--- config.mk ---
export PLATFORM = sky130hd
export DESIGN_NAME = zbus_pack
export DESIGN_NICKNAME = d
export VERILOG_FILES = /design/src/rtl/zbus_pkg.sv /design/src/rtl/zbus_reg.sv /design/src/rtl/zbus_pack.sv
export SDC_FILE = /design/constraint.sdc
export NUM_CORES = 1
export LEC_CHECK = 0
export CAP_MARGIN = 20
export CORE_MARGIN = 2
export CORE_UTILIZATION = 55
export DETAILED_ROUTE_END_ITERATION = 10
export GPL_ROUTABILITY_DRIVEN = 0
export HOLD_SLACK_MARGIN = 0.03
export PLACE_DENSITY_LB_ADDON = 0.15
export SETUP_SLACK_MARGIN = 0.02
export SYNTH_ARGS = -nofsm -noshare
export SYNTH_HDL_FRONTEND = slang
export SYNTH_SLANG_ARGS = --single-unit
export TNS_END_PERCENT = 5
--- constraint.sdc ---
create_clock -name z_clk -period 2 [get_ports z_clk]
set_input_delay 0.3 -clock z_clk [delete_from_list [all_inputs] [get_ports z_clk]]
set_output_delay 0.3 -clock z_clk [all_outputs]
set_load 0.02 [all_outputs]
--- src/rtl/zbus_pkg.sv ---
// zbus shared definitions: constant clog2, idle-bus fill value and parameter limits.
package zbus_pkg;

    // Smallest number of words a packing stage may group into one beat.
    localparam int unsigned RT_MIN = 2;

    // Fill value for buses that carry no valid data.
    localparam logic XZ = 1'bx;

    // Ceiling log2, usable in parameter expressions.
    function automatic int unsigned clog2(input int unsigned v);
        int unsigned r;
        r = 0;
        for (int unsigned i = 0; i < 32; i++) begin
            if ((64'd1 << i) < 64'(v)) begin
                r = i + 1;
            end
        end
        return r;
    endfunction

endpackage

--- src/rtl/zbus_reg.sv ---
// zbus_reg: single-entry valid/ack output register. A load wins over an
// ack in the same cycle, so back-to-back beats leave no bubble.
module zbus_reg #(
    parameter int unsigned W = 32
) (
    input  logic         z_clk,
    input  logic         z_rst,
    input  logic         ld,
    input  logic [W-1:0] ld_bus,
    output logic         zo_vld,
    output logic [W-1:0] zo_bus,
    input  logic         zo_ack
);

    logic         vld_q;
    logic [W-1:0] bus_q;

    // Load, hold until acked, or clear after the beat is taken.
    always_ff @(posedge z_clk) begin
        if (z_rst) begin
            vld_q <= 1'b0;
            bus_q <= '0;
        end else if (ld) begin
            vld_q <= 1'b1;
            bus_q <= ld_bus;
        end else if (vld_q && zo_ack) begin
            vld_q <= 1'b0;
        end
    end

    assign zo_vld = vld_q;
    assign zo_bus = bus_q;

endmodule

--- src/rtl/zbus_pack.sv ---
// zbus_pack: packs RT consecutive BW-bit zbus words into one BW*RT-bit beat,
// first-received word in the LSBs.
// Optional macro ZBUS_PACK_FLUSH_EN adds z_flush/zo_cnt for emitting partial groups.
module zbus_pack
    import zbus_pkg::*;
#(
    parameter  int unsigned BW = 8,
    parameter  int unsigned RT = 4,
    localparam int unsigned CW = clog2(RT)
) (
    input  logic             z_clk,
    input  logic             z_rst,
    input  logic             zi_vld,
    input  logic [BW-1:0]    zi_bus,
    output logic             zi_ack,
    output logic             zo_vld,
    output logic [BW*RT-1:0] zo_bus,
    input  logic             zo_ack
`ifdef ZBUS_PACK_FLUSH_EN
    ,
    input  logic             z_flush,
    output logic [CW:0]      zo_cnt
`endif
);

    if (RT < RT_MIN) begin : g_bad_rt
        $error("zbus_pack: RT must be >= 2");
    end

    localparam logic [CW-1:0] CntLast = CW'(RT - 1);
    localparam int unsigned   AW      = (RT - 1) * BW;

    logic [CW-1:0] cnt_q, cnt_d;
    logic [AW-1:0] acc_q, acc_d;
    logic          last;
    logic          zi_trn;
    logic          full_ld;
    logic          ld;

    assign last    = (cnt_q == CntLast);
    // Only a completing word can stall, and only behind an un-acked beat.
    assign zi_ack  = !last || !zo_vld || zo_ack;
    assign zi_trn  = zi_vld && zi_ack;
    assign full_ld = zi_trn && last;

    // Word counter and accumulator next state.
    always_comb begin
        cnt_d = cnt_q;
        acc_d = acc_q;
        if (ld) begin
            cnt_d = '0;
        end else if (zi_trn) begin
            cnt_d = cnt_q + 1'b1;
        end
        for (int unsigned i = 0; i < RT - 1; i++) begin
            if (zi_trn && !last && cnt_q == CW'(i)) begin
                acc_d[i*BW +: BW] = zi_bus;
            end
        end
    end

    // Counter and accumulator registers.
    always_ff @(posedge z_clk) begin
        if (z_rst) begin
            cnt_q <= '0;
            acc_q <= '0;
        end else begin
            cnt_q <= cnt_d;
            acc_q <= acc_d;
        end
    end

`ifdef ZBUS_PACK_FLUSH_EN
    localparam int unsigned RW = BW * RT + CW + 1;

    logic             flush_q, flush_d;
    logic             flush_req;
    logic             flush_ld;
    logic [BW*RT-1:0] flush_bus;
    logic [CW:0]      ld_cnt;
    logic [RW-1:0]    ld_bus;
    logic [RW-1:0]    reg_bus;

    assign flush_req = flush_q || z_flush;
    // A same-cycle input word is absorbed first; the flush waits for a free cycle.
    assign flush_ld  = flush_req && !zi_trn && (cnt_q != '0) && (!zo_vld || zo_ack);
    assign ld        = full_ld || flush_ld;

    // Partial beat: held words in their lanes, unused lanes zeroed.
    always_comb begin
        flush_bus = '0;
        for (int unsigned i = 0; i < RT - 1; i++) begin
            if (CW'(i) < cnt_q) begin
                flush_bus[i*BW +: BW] = acc_q[i*BW +: BW];
            end
        end
    end

    // Sticky flush request; drops once served or found with nothing to flush.
    always_comb begin
        flush_d = flush_q;
        if (ld) begin
            flush_d = 1'b0;
        end else if (flush_req && !zi_trn && cnt_q == '0) begin
            flush_d = 1'b0;
        end else if (z_flush) begin
            flush_d = 1'b1;
        end
    end

    // Flush request register.
    always_ff @(posedge z_clk) begin
        if (z_rst) begin
            flush_q <= 1'b0;
        end else begin
            flush_q <= flush_d;
        end
    end

    assign ld_cnt = full_ld ? (CW + 1)'(RT) : {1'b0, cnt_q};
    assign ld_bus = {ld_cnt, (full_ld ? {zi_bus, acc_q} : flush_bus)};

    zbus_reg #(
        .W (RW)
    ) u_out (
        .z_clk  (z_clk),
        .z_rst  (z_rst),
        .ld     (ld),
        .ld_bus (ld_bus),
        .zo_vld (zo_vld),
        .zo_bus (reg_bus),
        .zo_ack (zo_ack)
    );

    assign zo_bus = reg_bus[BW*RT-1:0];
    assign zo_cnt = reg_bus[RW-1:BW*RT];
`else
    assign ld = full_ld;

    zbus_reg #(
        .W (BW * RT)
    ) u_out (
        .z_clk  (z_clk),
        .z_rst  (z_rst),
        .ld     (ld),
        .ld_bus ({zi_bus, acc_q}),
        .zo_vld (zo_vld),
        .zo_bus (zo_bus),
        .zo_ack (zo_ack)
    );
`endif

endmodule

* Word level (Yosys, flattened, before mapping)
Index checks and enable logic that the tools add are counted.
** Storage, ports and cells
- Register bits after elaboration :: 59
- Input port bits :: 12
- Output and inout port bits :: 34
- Logic and storage cells :: 26
** Operators by class
- Add/sub/neg operators :: 1
- Equal/unequal tests :: 3
- Multiplexer cells :: 2
- Reductions and logical operators :: 14
** Operators by type and width (count)
- logical AND 1 bit :: 7
- equality test 2 bit (second input constant) :: 2
- adder 2 x 1 -> 2 bit (second input constant) :: 1
- equality test 2 x 1 -> 1 bit (second input constant) :: 1
- logical NOT 1 bit :: 2
- logical NOT 2 bit :: 1
- logical OR 1 bit :: 2
- two-way mux 1 bit :: 2
- nonzero test 2 bit :: 1
- OR reduction 2 bit :: 1

* Logic depth before layout (Yosys ltp)
- Word-level depth :: 7
- Gate-level depth with buffers :: 5
- Mapped depth without buffers :: 4

* Cells and area by module
A second synthesis with hierarchy kept.
** Unflattened totals
- Cell total of the unflattened synthesis :: 213
- Area total of the unflattened synthesis :: 2351.0 sq um
** By module, submodules not included
- zbus_reg :: instances 1, cells an instance 108, area an instance 1204.9 sq um, sequential area each 660.6 sq um
- zbus_pack :: instances 1, cells an instance 105, area an instance 1146.1 sq um, sequential area each 520.5 sq um

* Worst setup path after synthesis
Ideal clock, no wire load.
- Kind :: reg2reg
- From :: reg cnt_q[0]
- To :: reg cnt_q[0]
- Library setup time :: 0.091 ns
- Data arrival time :: 1.176 ns
- Data required time :: 1.909 ns
- Setup slack :: 0.733 ns
- Stages on the path, launching flop included :: 4
- Path buffers :: 0
- Period minus slack after synthesis :: 1.267 ns
- Cell sequence :: dfxtp_1 -> ha_1 -> nand3b_1 -> a311oi_1
** On the way
- Word-level cells in the longest chain between the ends :: 7
- Elaborated cells between the ends (all ways) :: 8
- Those cells by class :: 1 x add/sub; 1 x eq/ne; 6 x reduce/logical
** Ends and longest elaborated chain
- from (decl) :: RTL line zbus_pack.sv:33 : logic [CW-1:0] cnt_q, cnt_d;
- from (signal assigned) :: RTL line zbus_pack.sv:68 : cnt_q <= cnt_d;
- equality test 2 bit * :: RTL line zbus_pack.sv:40 : assign last = (cnt_q == CntLast);
- logical NOT 1 bit * :: RTL line zbus_pack.sv:42 : assign zi_ack = !last || !zo_vld || zo_ack;
- logical OR 1 bit * (2 in series) :: RTL line zbus_pack.sv:42
- via zi_ack :: RTL line zbus_pack.sv:15 : output logic zi_ack,
- logical AND 1 bit * :: RTL line zbus_pack.sv:43 : assign zi_trn = zi_vld && zi_ack;
- logical AND 1 bit :: RTL line zbus_pack.sv:44 : assign full_ld = zi_trn && last;
- OR reduction 2 bit (no line)
The timed path passes the listed nets; every way through them passes the cells marked *.
A chain may end at the register's enable or synchronous reset.

* Worst setup path in the final report
- From :: reg cnt_q[0]
- To :: out zi_ack
** On the way
- Word-level cells in the longest chain between the ends :: 4
** Ends and longest elaborated chain (RTL line)
- equality test 2 bit :: zbus_pack.sv:40
- logical NOT 1 bit :: zbus_pack.sv:42
- logical OR 1 bit (2 in series) :: zbus_pack.sv:42
- to (decl) :: zbus_pack.sv:15
No other way between the ends.

==> reports/qor.yml <==
grt_pass1_vias: 1644
finalHoldViolCount: 0
path_class: "reg2out"
die_h_um: 69.9
clock.fmax_mhz: 562
avgSynthCellArea_um2: 11.3
end_kind: "output port"
grt_use_total_pct: 20.1
htreeDepth: 3
final-setup-viol-count: 0
clock-sinks: 59
p_leak_nw: 1.28
required_ns: 1.70
power.density_nw_per_um2: 755
ys_seq_area_share_pct: 49.5
syn_inst: 211
clk_latency_ns: 0.33
layout_min_cycle_time_ns: 1.78
yosys_warnings: 0
finalCritPeriodShare_pct: 89.0
clk_pin_slew_worst_paths_ns: 0.06
holdBufCountCts: 0
finalMaxSlewViolations: 0
synth_nets: 227
grt_max_degree: 68
grt-ovfl-total: 0
postLayoutSetupSlackWorst_ns: 0.220
crit_arrival_ns: 1.48
cts-root-buf: "clkbuf_8"
synth-seq-cells: 59
core_um2: 4090
drt_wl_total_um: 4410
post-place-ws_ns: 0.171
vdd_drop_max_v: 0.000537
grt_first_pass_wirelength_um: 7560
synth_cell_type_count: 19
antenna_found_initial: 0
hold_class: "reg2reg"
fin_skew_ns: 0.00370
first_iter_violations: 46
initial_core_util_pct: 58.4
rsz0062_at_grt: "no"
tns_ns: 0
die_area_um2: 4880
drc_errors: 0
cts_tree: "built"
crit_fanout: 5
final_nets: 276
syn-cell-area_um2: 2380
diodes: 0
relSlewSlack_pct: 80.6
place_hpwl_um: 2810
io-pin-count: 46
dieWidth_um: 69.9
dr.pass1.iters: 4
worstMarginPinSlew_ns: 0.291
num_vias: 1571
postRouteAntennaNets: 0
area_delta_synth_final_pct: 27.9
drive_gt1_share_pct: 8.71
wl_per_cell_um: 14.0
status: "completed"
numCtsBuffers: 9
clk_path_buf_depth: 2
max_cap_viol_count: 0
io_buffers: 45
startpoint_type: "register"
via_per_inst: 5.00
row_count: 23
-- synth_stat cells (all sizes together) --
cell type | number | area, um2
ha | 4 | 50.1
dfxtp | 59 | 1180
nor2 | 1 | 3.75
nand3b | 1 | 7.51
a311oi | 1 | 8.76
and2 | 3 | 18.8
nand3 | 1 | 10.0
inv | 2 | 7.51
o21ba | 1 | 10.0
buf | 6 | 61.3
nand2 | 1 | 6.26
clkbuf | 6 | 22.5
a21oi | 2 | 10.0
nand2b | 65 | 407
and3 | 1 | 6.26
mux2i | 56 | 561
nor2b | 1 | 13.8
-- what timing repair did --
item                                    CTS  global route
setup buffers                             0             0
gates resized for setup                   2             0
endpoints found under the setup margin    1             0
-- layout by cell type, fill, tap and decap left out, types with 3 or more instances in the layout --
cell	count
buf_12	3
clkbuf_8	10
clkdlybuf4s50_1	44
clkinv_2	3
dfxtp_1	59
ha_1	3
mux2i_1	56
nand2b_1	65
-- metrics by stage --
| step | instance area [um2] | hold slack, ns | utilization [%] | instances | power, mW |
|---|---|---|---|---|---|
| 6_report | 3050 | 0.470 | 74.6 | 314 | 2.30 |
| 5_1_grt | 3050 | 0.499 | 74.6 | 314 | 2.38 |
| 4_1_cts | 3050 | 0.475 | 74.6 | 314 | 2.33 |
| 3_5_place_dp | 2890 | 0.464 | 70.7 | 299 | 1.42 |
| 3_3_place_gp | 2890 | 0.458 | 70.7 | 299 | 1.41 |
| 2_1_floorplan | 2380 | 0.415 | - | 211 | 1.36 |
-- kinds of logic after synthesis --
family	count (synthesis)	synth area share (%)
compound gates	4	1.21
fa+ha+maj	4	2.10
buf+inv	14	3.83
flops	59	49.5
mux	56	23.5
simple gates	74	19.8
-- metal layers --
layer	share of wire (%)	track usage [%]	up-vias	wire length, um
met4	1.3	6.41	0	57
li1	-	-	791	-
met5	0	0	-	0
met1	45	24.2	740	1980
met3	5.8	8.95	5	254
met2	48	32.1	35	2110
-- cell type report --
type | count | area [um2]
clock buffers | 12 | 145
clock inverters | 3 | 15.0
fillers | 305 | 1040
inverters | 2 | 7.51
multi-input cells | 138 | 1110
flip-flops and latches | 59 | 1180
well taps | 50 | 62.6
repair buffers | 50 | 524
-- report_power, final --
| group | total [mW] | internal (mW) | switching (mW) |
|---|---|---|---|
| Clock | 0.912 | 0.470 | 0.442 |
| Combinational | 0.174 | 0.0950 | 0.0792 |
| Sequential | 1.22 | 1.20 | 0.0113 |
-- state kept, by name (all words and copies together) (netlist names) --
| name | count |
|---|---|
| u_out.zo_bus | 32 |
| acc_q | 24 |
| cnt_q | 2 |
| u_out.zo_vld | 1 |
-- worst max-delay path, cell delays in order, from the launching register on --
cell	delay (ns)
dfxtp_1	0.40
ha_2	0.26
nand3b_1	0.14
dlygate4sd2_1	0.34
-- path summary, 6_finish.rpt --
check | from | end | slack (ns) | depth (start not counted)
worst max-delay path | cnt_q[0]$_SDFFE_PP0N_ | zi_ack | 0.22 | 3
worst max register to register | cnt_q[0]$_SDFFE_PP0N_ | acc_q[5]$_SDFFE_PP0P_ | 0.56 | 5
worst min register to register | u_out.zo_bus[1]$_SDFFE_PP0P_ | u_out.zo_bus[1]$_SDFFE_PP0P_ | 0.47 | 2
worst min-delay path | u_out.zo_bus[1]$_SDFFE_PP0P_ | u_out.zo_bus[1]$_SDFFE_PP0P_ | 0.47 | 2
(Power assumes the default switching activity.)
